File: config.mk
export PLATFORM = sky130hd
export DESIGN_NAME = lc3b_muldiv_seq
export DESIGN_NICKNAME = d
export VERILOG_FILES = /design/src/rtl/lc3b_types.sv /design/src/rtl/lc3b_muldiv_step.sv /design/src/rtl/lc3b_muldiv_seq.sv
export SDC_FILE = /design/constraint.sdc
export NUM_CORES = 1
export LEC_CHECK = 0
export BUFFER_PORTS_ARGS = -buffer_cell sky130_fd_sc_hd__buf_4
export CORE_MARGIN = 2
export CORE_UTILIZATION = 59
export DETAILED_ROUTE_END_ITERATION = 10
export PLACE_DENSITY = 0.81
export RECOVER_POWER = 100
export SYNTH_ARGS = -nofsm -noshare
export SYNTH_HDL_FRONTEND = slang
export SYNTH_HIERARCHICAL = 1
export SYNTH_SLANG_ARGS = --single-unit
File: constraint.sdc
create_clock -name clk -period 4.04 [get_ports clk]
set_clock_uncertainty 0.15 [all_clocks]
set_input_delay 0 -clock clk [delete_from_list [all_inputs] [get_ports clk]]
set_output_delay 0 -clock clk [all_outputs]
set_load 0.02 [all_outputs]
File: src/rtl/lc3b_types.sv
// Shared LC3B types: word, ALU op encoding and the mult/div sequencer state set.
package lc3b_types;

    localparam int WORD_W       = 16;
    localparam int MULDIV_ITERS = 16;

    typedef logic [WORD_W-1:0] lc3b_word;

    typedef enum logic [3:0] {
        alu_add,
        alu_and,
        alu_not,
        alu_pass,
        alu_sll,
        alu_srl,
        alu_sra,
        alu_mult,
        alu_div
    } lc3b_aluop;

    typedef enum logic [1:0] {
        md_idle,
        md_busy,
        md_done
    } lc3b_muldiv_state;

    function automatic logic muldiv_op_legal(input lc3b_aluop op);
        return (op == alu_mult) || (op == alu_div);
    endfunction

endpackage

File: src/rtl/lc3b_muldiv_step.sv
// One mult/div iteration, purely combinational: shift-add for multiply,
// restoring trial-subtract for divide. part is the high half / remainder.
module lc3b_muldiv_step
    import lc3b_types::*;
#(
    parameter int WIDTH = 16
) (
    input  logic             is_div,
    input  logic [WIDTH-1:0] part_in,
    input  logic [WIDTH-1:0] shreg_in,
    input  logic [WIDTH-1:0] operand,
    output logic [WIDTH-1:0] part_out,
    output logic [WIDTH-1:0] shreg_out
);

    logic [WIDTH:0] addend;
    logic [WIDTH:0] sum;
    logic [WIDTH:0] trial;
    logic [WIDTH:0] diff;

    always_comb begin
        addend    = shreg_in[0] ? {1'b0, operand} : '0;
        sum       = {1'b0, part_in} + addend;
        trial     = {part_in, shreg_in[WIDTH-1]};
        diff      = trial - {1'b0, operand};
        part_out  = '0;
        shreg_out = '0;
        if (is_div) begin
            // Remainder stays below the divisor, so the borrow bit alone
            // decides whether the trial subtraction is kept.
            if (!diff[WIDTH]) begin
                part_out  = diff[WIDTH-1:0];
                shreg_out = {shreg_in[WIDTH-2:0], 1'b1};
            end else begin
                part_out  = trial[WIDTH-1:0];
                shreg_out = {shreg_in[WIDTH-2:0], 1'b0};
            end
        end else begin
            part_out  = sum[WIDTH:1];
            shreg_out = {sum[0], shreg_in[WIDTH-1:1]};
        end
    end

endmodule

File: src/rtl/lc3b_muldiv_seq.sv
// Multi-cycle unsigned multiply/divide sequencer; 16 iterations, done 16 cycles after accept.
// Start is only taken in idle (ready); abort returns to idle without done.
module lc3b_muldiv_seq
    import lc3b_types::*;
#(
    parameter int WIDTH = 16,
    parameter int CNT_W = 4
) (
    input  logic      clk,
    input  logic      reset_n,
    input  logic      start,
    input  lc3b_aluop aluop,
    input  lc3b_word  a,
    input  lc3b_word  b,
    input  logic      abort,
    output logic      ready,
    output logic      done,
    output lc3b_word  result_lo,
    output lc3b_word  result_hi,
    output logic      div_by_zero,
    output logic      illegal_op
);

    lc3b_muldiv_state   state;
    logic [CNT_W-1:0]   count;
    logic               op_div;
    logic               dbz_pend;
    logic [WIDTH-1:0]   operand;
    logic [WIDTH-1:0]   part;
    logic [WIDTH-1:0]   shreg;
    logic [WIDTH-1:0]   part_nx;
    logic [WIDTH-1:0]   shreg_nx;
    logic               accept;
    logic               last_iter;

    lc3b_muldiv_step #(
        .WIDTH (WIDTH)
    ) u_step (
        .is_div    (op_div),
        .part_in   (part),
        .shreg_in  (shreg),
        .operand   (operand),
        .part_out  (part_nx),
        .shreg_out (shreg_nx)
    );

    assign ready     = (state == md_idle);
    assign done      = (state == md_done);
    assign accept    = ready && start && muldiv_op_legal(aluop);
    assign last_iter = (count == CNT_W'(MULDIV_ITERS - 1));

    always_ff @(posedge clk or negedge reset_n) begin
        if (!reset_n) begin
            state <= md_idle;
        end else begin
            case (state)
                md_idle: if (accept) state <= md_busy;
                md_busy: begin
                    if (abort)          state <= md_idle;
                    else if (last_iter) state <= md_done;
                end
                md_done: state <= md_idle;
                default: state <= md_idle;
            endcase
        end
    end

    // Multiply keeps the multiplier in shreg and adds a; divide shifts the
    // dividend out of shreg and subtracts b. Either way {part, shreg} is the result.
    always_ff @(posedge clk or negedge reset_n) begin
        if (!reset_n) begin
            count    <= '0;
            op_div   <= 1'b0;
            dbz_pend <= 1'b0;
            operand  <= '0;
            part     <= '0;
            shreg    <= '0;
        end else if (accept) begin
            count    <= '0;
            op_div   <= (aluop == alu_div);
            dbz_pend <= (aluop == alu_div) && (b == '0);
            operand  <= (aluop == alu_div) ? b : a;
            shreg    <= (aluop == alu_div) ? a : b;
            part     <= '0;
        end else if (state == md_busy && !abort) begin
            count <= count + 1'b1;
            part  <= part_nx;
            shreg <= shreg_nx;
        end
    end

    always_ff @(posedge clk or negedge reset_n) begin
        if (!reset_n) begin
            result_lo   <= '0;
            result_hi   <= '0;
            div_by_zero <= 1'b0;
        end else if (state == md_busy && !abort && last_iter) begin
            result_lo   <= shreg_nx;
            result_hi   <= part_nx;
            div_by_zero <= dbz_pend;
        end
    end

    always_ff @(posedge clk or negedge reset_n) begin
        if (!reset_n) begin
            illegal_op <= 1'b0;
        end else begin
            illegal_op <= ready && start && !muldiv_op_legal(aluop);
        end
    end

endmodule

# ---- After elaboration in Yosys (flattened, before gate mapping)
# Cells that the tools add are included.
# W data, S select, Z words.
dict set report classes {
  reduce_logical 13
  div 0
  magnitude_cmp 0
  muxes 17
  n_addsub 3
  n_eq_ne 7
  multipliers 0
  bitwise_logic 0
  n_shift 0
}
# cell n
set op_table {}
lappend op_table {{$mux W16} 10}
lappend op_table {{$add A16 B17 Y17} 1}
lappend op_table {{$sub A17 B16 Y17} 1}
lappend op_table {{$logic_not A16 Y1} 1}
lappend op_table {{$eq A4 B4 Y1 const B} 2}
lappend op_table {{$mux W4} 2}
lappend op_table {{$logic_and A1 B1 Y1} 6}
lappend op_table {{$mux W2} 3}
lappend op_table {{$add A4 B1 Y4 const B} 1}
lappend op_table {{$eq A4 B3 Y1 const B} 1}
lappend op_table {{$pmux W2 S2} 1}
lappend op_table {{$ne A3 B3 Y1 const B} 1}
lappend op_table {{$eq A2 B1 Y1 const B} 1}
lappend op_table {{$eq A2 B2 Y1 const B} 1}
lappend op_table {{$logic_not A1 Y1} 2}
lappend op_table {{$logic_not A2 Y1} 1}
lappend op_table {{$ne A2 B1 Y1 const B} 1}
lappend op_table {{$reduce_and A2 Y1} 1}
lappend op_table {{$reduce_bool A2 Y1} 1}
lappend op_table {{$logic_or A1 B1 Y1} 1}
lappend op_table {{$mux W1} 1}
dict set report word_totals {
  in_bits 40
  romBits 0
  reg_bits 90
  ramBits 0
  out_inout_bits 36
  memories 0
  latch_bits 0
}

# ---- Depth between registers and ports, before layout
dict set report logic_depth {
  word_depth 5
  ltp_mapped 13
}

# ---- By module
# The synthesis kept the hierarchy.
# module seq_area_each_um2 instances area_per_inst_um2 cells_each
set modules_own_cells {}
lappend modules_own_cells {lc3b_muldiv_seq 2252.2 1 4076.4 306}
lappend modules_own_cells {lc3b_muldiv_step 0.0 1 2179.6 305}

# ---- Least setup slack after synthesis
# No wires, ideal clock.
dict set report synth_timing {
  path_kind {register to register}
  startpoint {register shreg[0]}
  endpoint {register result_hi[13]}
  stages_incl_launch_ff 13
  setup_slack_ps 848
  arrival_ps 2917
  synth_period_minus_slack_ps 3192
  n_path_buf 1
  path_cell_list {dfrtp_1 -> clkbuf_1 -> and2_1 -> ha_1 -> fa_1 -> a211oi_1 -> o211ai_1 -> a221oi_1 -> o21ai_0 -> xnor2_1 -> nor2_1 -> a31o_1 -> mux2_2}
}
dict set report synth_via {
  elab_chain_len 3
}
# element line
set synth_lines {}
lappend synth_lines {{start: declaration} lc3b_muldiv_seq.sv:30} ;# logic [WIDTH-1:0] shreg;
lappend synth_lines {{start signal: assignment} lc3b_muldiv_seq.sv:83} ;# shreg <= (aluop == alu_div) ? a : b;
lappend synth_lines {{start signal: assignment} lc3b_muldiv_seq.sv:88} ;# shreg <= shreg_nx;
lappend synth_lines {{$mux W16} lc3b_muldiv_step.sv:22} ;# addend = shreg_in[0] ? {1'b0, operand} : '0;
lappend synth_lines {{$add A16 B17 Y17} lc3b_muldiv_step.sv:23} ;# sum = {1'b0, part_in} + addend;
lappend synth_lines {{$mux W16} lc3b_muldiv_step.sv:28} ;# if (is_div) begin
lappend synth_lines {{via part_nx[13]} lc3b_muldiv_seq.sv:31} ;# logic [WIDTH-1:0] part_nx;
lappend synth_lines {{end signal: assignment} lc3b_muldiv_seq.sv:99} ;# result_hi <= part_nx;
lappend synth_lines {{end: declaration} lc3b_muldiv_seq.sv:19} ;# output lc3b_word result_hi,
# The timed path passes the listed nets, and every way through them passes these cells.
# A chain may end at the register's enable or synchronous reset.

# ---- Final worst setup path
dict set report layout_timing {
  startpoint {register state[0]}
  endpoint {register result_lo[8]}
}
dict set report layout_via {
  elab_chain_len 3
}
# element line
set layout_lines {}
lappend layout_lines {{start: declaration} lc3b_muldiv_seq.sv:24} ;# lc3b_muldiv_state state;
lappend layout_lines {{start signal: assignment} lc3b_muldiv_seq.sv:54} ;# state <= md_idle;
lappend layout_lines {{start signal: assignment} lc3b_muldiv_seq.sv:57} ;# md_idle: if (accept) state <= md_busy;
lappend layout_lines {{start signal: assignment} lc3b_muldiv_seq.sv:59} ;# if (abort) state <= md_idle;
lappend layout_lines {{$eq A2 B1 Y1} lc3b_muldiv_seq.sv:97} ;# end else if (state == md_busy && !abort && last_iter) begin
lappend layout_lines {{$logic_and A1 B1 Y1 (2 in series)} lc3b_muldiv_seq.sv:97}
lappend layout_lines {{end signal: assignment} lc3b_muldiv_seq.sv:98} ;# result_lo <= shreg_nx;
lappend layout_lines {{end: declaration} lc3b_muldiv_seq.sv:18} ;# output lc3b_word result_lo,
# No other way between the ends.

==> results.yml <==
die:
  fp-row-count: 37
  die_h_um: 107
  die_x_um: 107
  start_util: 0.606
  dieArea_sq_um: 11400
  coreArea_sq_um: 10300
  ioPinCount: 76
setup_path:
  worstPathMaxFanout: 38
  critPathTopFamily: "simple AND/OR/NAND/NOR gates"
  crit_slowest_cell: "or3b_1"
  path_cells: "or3b_1 -> nor2_1 -> clkbuf_2 -> mux2_1"
  critPathKind: "reg -> reg"
  cp-end-kind: "flip-flop"
  crit_arrival_ns: 3.87
  cp.required_ns: 4.14
  critPathBufInv: 1
  start_kind: "flip-flop"
  cpPeakStageDelay_ns: 1.40
synthesis:
  synth_cells: 611
  synth_seq_area_share: 0.360
  synth_area_sq_um: 6260
  ys_ff_latch: 90
  synth-edff-count: 0
  async_flop_share: 1.00
  yosysWarnings: 6
  synthesis.nets: 686
  synthAdderAreaFrac: 0.0724
  synth_ff_type: "dfrtp_1"
  synth_top_family_by_area: "multiplexers"
  synth_cell_type_count: 62
  synthSimpleGateAreaFrac: 0.115
  postSynthAreaPerCell_sq_um: 10.2
  synthMuxAreaShare: 0.246
  synthXorXnorAreaFrac: 0.0348
  synth_compound_gate_area_share: 0.125
pwr:
  total_power_mw: 4.52
  p_switching_mw: 2.04
  peakVddDrop_uv: 390
  p_leak_nw: 3.47
  p_comb_frac: 0.558
  intPower_mw: 2.48
  netSwitchingFraction: 0.451
  pwr-share-clk: 0.132
  p_seq_frac: 0.309
  power_density_nw_per_um2: 609
layout:
  num-nets-final: 808
  register_area_sq_um: 2250
  mostFrequentLayoutCell: "dfrtp_1"
  layout-drive-gt1-share: 0.191
  area_growth_pct: 18.6
  fillers: 775
  multi_input_area_sq_um: 3680
  fin_area_sq_um: 7420
  most-common-layout-cells: "dfrtp_1 (90), mux2_2 (70), mux2i_1 (58), dlygate4sd3_1 (55), nand2_1 (53)"
drt:
  postRouteAntennaNets: 0
  dr.pass1.iters: 5
  routed_wl_um: 17900
  drtIter0Drc: 523
  post_drt_via_cell_ratio: 6.14
  vias: 5370
  drcViolationCount: 0
  routedWlPerCell_um: 20.4
timing:
  hold_viol_final: 0
  relSlewSlack: -0.200
  fin_crit_sh: 0.932
  setup_violations: 0
  finalMaxSlewViolations: 70
  fmax_mhz: 265
  rsz0062_at_grt: "no"
  worst_pin_slew_ns: 1.80
  finalCriticalPeriod_ns: 3.77
  setup_tns_ns: 0
  fin_ws_ns: 0.273
global_routing:
  grt_pass1_vias: 5714
  grt_max_degree: 56
  gr-usage-all-layers: 0.333
  grt.overflow.total: 0
  grt_pass1_wl_um: 29400
  antenna_found_initial: 1
status:
  violations: "max-capacitance violations, max-slew violations"
  status: "complete, but fails checks"
clock_tree:
  clock_sinks: 90
  cts_resized: 0
  clock_latency_ns: 0.38
  cts_tree: "done"
  clk_pin_slew_ns: 0.10
  cts_buffer_depth: 2
  cts_max_level: 3
  cts-root-buf: "clkbuf_8"
  cts_buffers: 9
placement:
  numPortBuffers: 75
  globalplace.congestion: 0.879
  place_hpwl_um: 10800
  place_ws_ns: 0.565
  dpl_cell_area_sq_um: 6870
flow_run:
  maxCapViolCount: 2
hold_path:
  min-delay-path-class: "in -> reg"
[synthesized netlist by cell type, types with 3 or more instances]
cell type / number / area [sq um]
dfrtp_1: 90 / 2250
mux2_2: 73 / 822
mux2i_1: 58 / 581
nand2_1: 53 / 199
a21oi_1: 44 / 220
ha_1: 33 / 413
nor2_1: 31 / 116
inv_1: 29 / 109
o21ai_0: 20 / 100
and2_1: 17 / 106
nand3_1: 14 / 70.1
xnor2_1: 13 / 114
a21o_1: 10 / 75.1
clkbuf_1: 10 / 37.5
xor2_1: 10 / 87.6
buf_2: 9 / 45.0
mux2_4: 9 / 135
a31oi_1: 7 / 43.8
buf_6: 7 / 78.8
a211oi_1: 5 / 37.5
o21a_1: 5 / 37.5
nand2b_1: 4 / 25.0
nand4_1: 4 / 25.0
nor2b_1: 4 / 25.0
nor4_1: 4 / 25.0
a221oi_1: 3 / 26.3
o221ai_1: 3 / 26.3
[per-layer routing]
metal / track usage / routed length, um
met5: 0 / 0
met4: 0.154 / 816
met3: 0.0498 / 833
met2: 0.571 / 8960
met1: 0.416 / 7260
[logic make-up after synthesis]
logic type | after synthesis
AOI/OAI and AO/OA | 118
and+or+nand+nor | 147
buffers and inverters | 57
xor gates and xnor gates | 24
DFF | 90
muxes | 140
adders and majority gates | 35
[state kept, by name, summed over array words and instances, names as in the netlist]
| signal | flops |
|---|---|
| op_div | 1 |
| state | 2 |
| count | 4 |
| illegal_op | 1 |
| operand | 16 |
| part | 16 |
| result_hi | 16 |
| dbz_pend | 1 |
| result_lo | 16 |
| shreg | 16 |
| div_by_zero | 1 |
[power groups by stage]
stage	clock, mW	sequential, mW	combinational (mW)
2_1_floorplan	0	1.27	1.98
3_3_place_gp	0	1.39	2.29
3_5_place_dp	0	1.40	2.38
4_1_cts	0.590	1.38	2.45
5_1_grt	0.633	1.42	2.78
6_report	0.598	1.40	2.52
[final timing paths]
kind / endpoint / from / slack (ns) / cells after the start
max reg2reg: result_lo[8] / state[0] / 0.27 / 4
min: op_div / aluop[2] / 0.1 / 5
max in group asynchronous: result_lo[10] / reset_n / 1.22 / 4
min reg2reg: result_hi[3] / result_hi[3] / 0.36 / 1
max: result_lo[8] / state[0] / 0.27 / 4
min in group asynchronous: result_hi[11] / reset_n / 0.55 / 3
[timing repair]
action	in CTS	in global routing
hold buffers	56	0
buffers inserted	0	0
endpoints found under the hold margin	74	0
[final cells by class]
cell class | count | area share
diodes | 1 | 0.000337
flip-flops and latches | 90 | 0.304
inverters | 29 | 0.0147
repair buffers | 139 | 0.139
multi-input cells | 464 | 0.496
clock inverters | 5 | 0.00506
clock buffers | 11 | 0.0191
well taps | 136 | 0.0229
[through the flow]
stage               std cells  hold slack [ns]  utilization
CTS                       874           0.0681        0.738
floorplan                 611           -0.446            -
detailed placement        802           -0.148        0.666
finish                    875           0.0962        0.718
global placement          802           -0.161        0.666
global route              875            0.139        0.718
[worst min-delay path: stages]
cell and delay [ns]:
buf_4 0.09, nor4b_2 0.04, buf_4 0.23, nand3_1 0.13
o21ai_0 0.07
No activity file was read; power rests on OpenSTA's default activity.
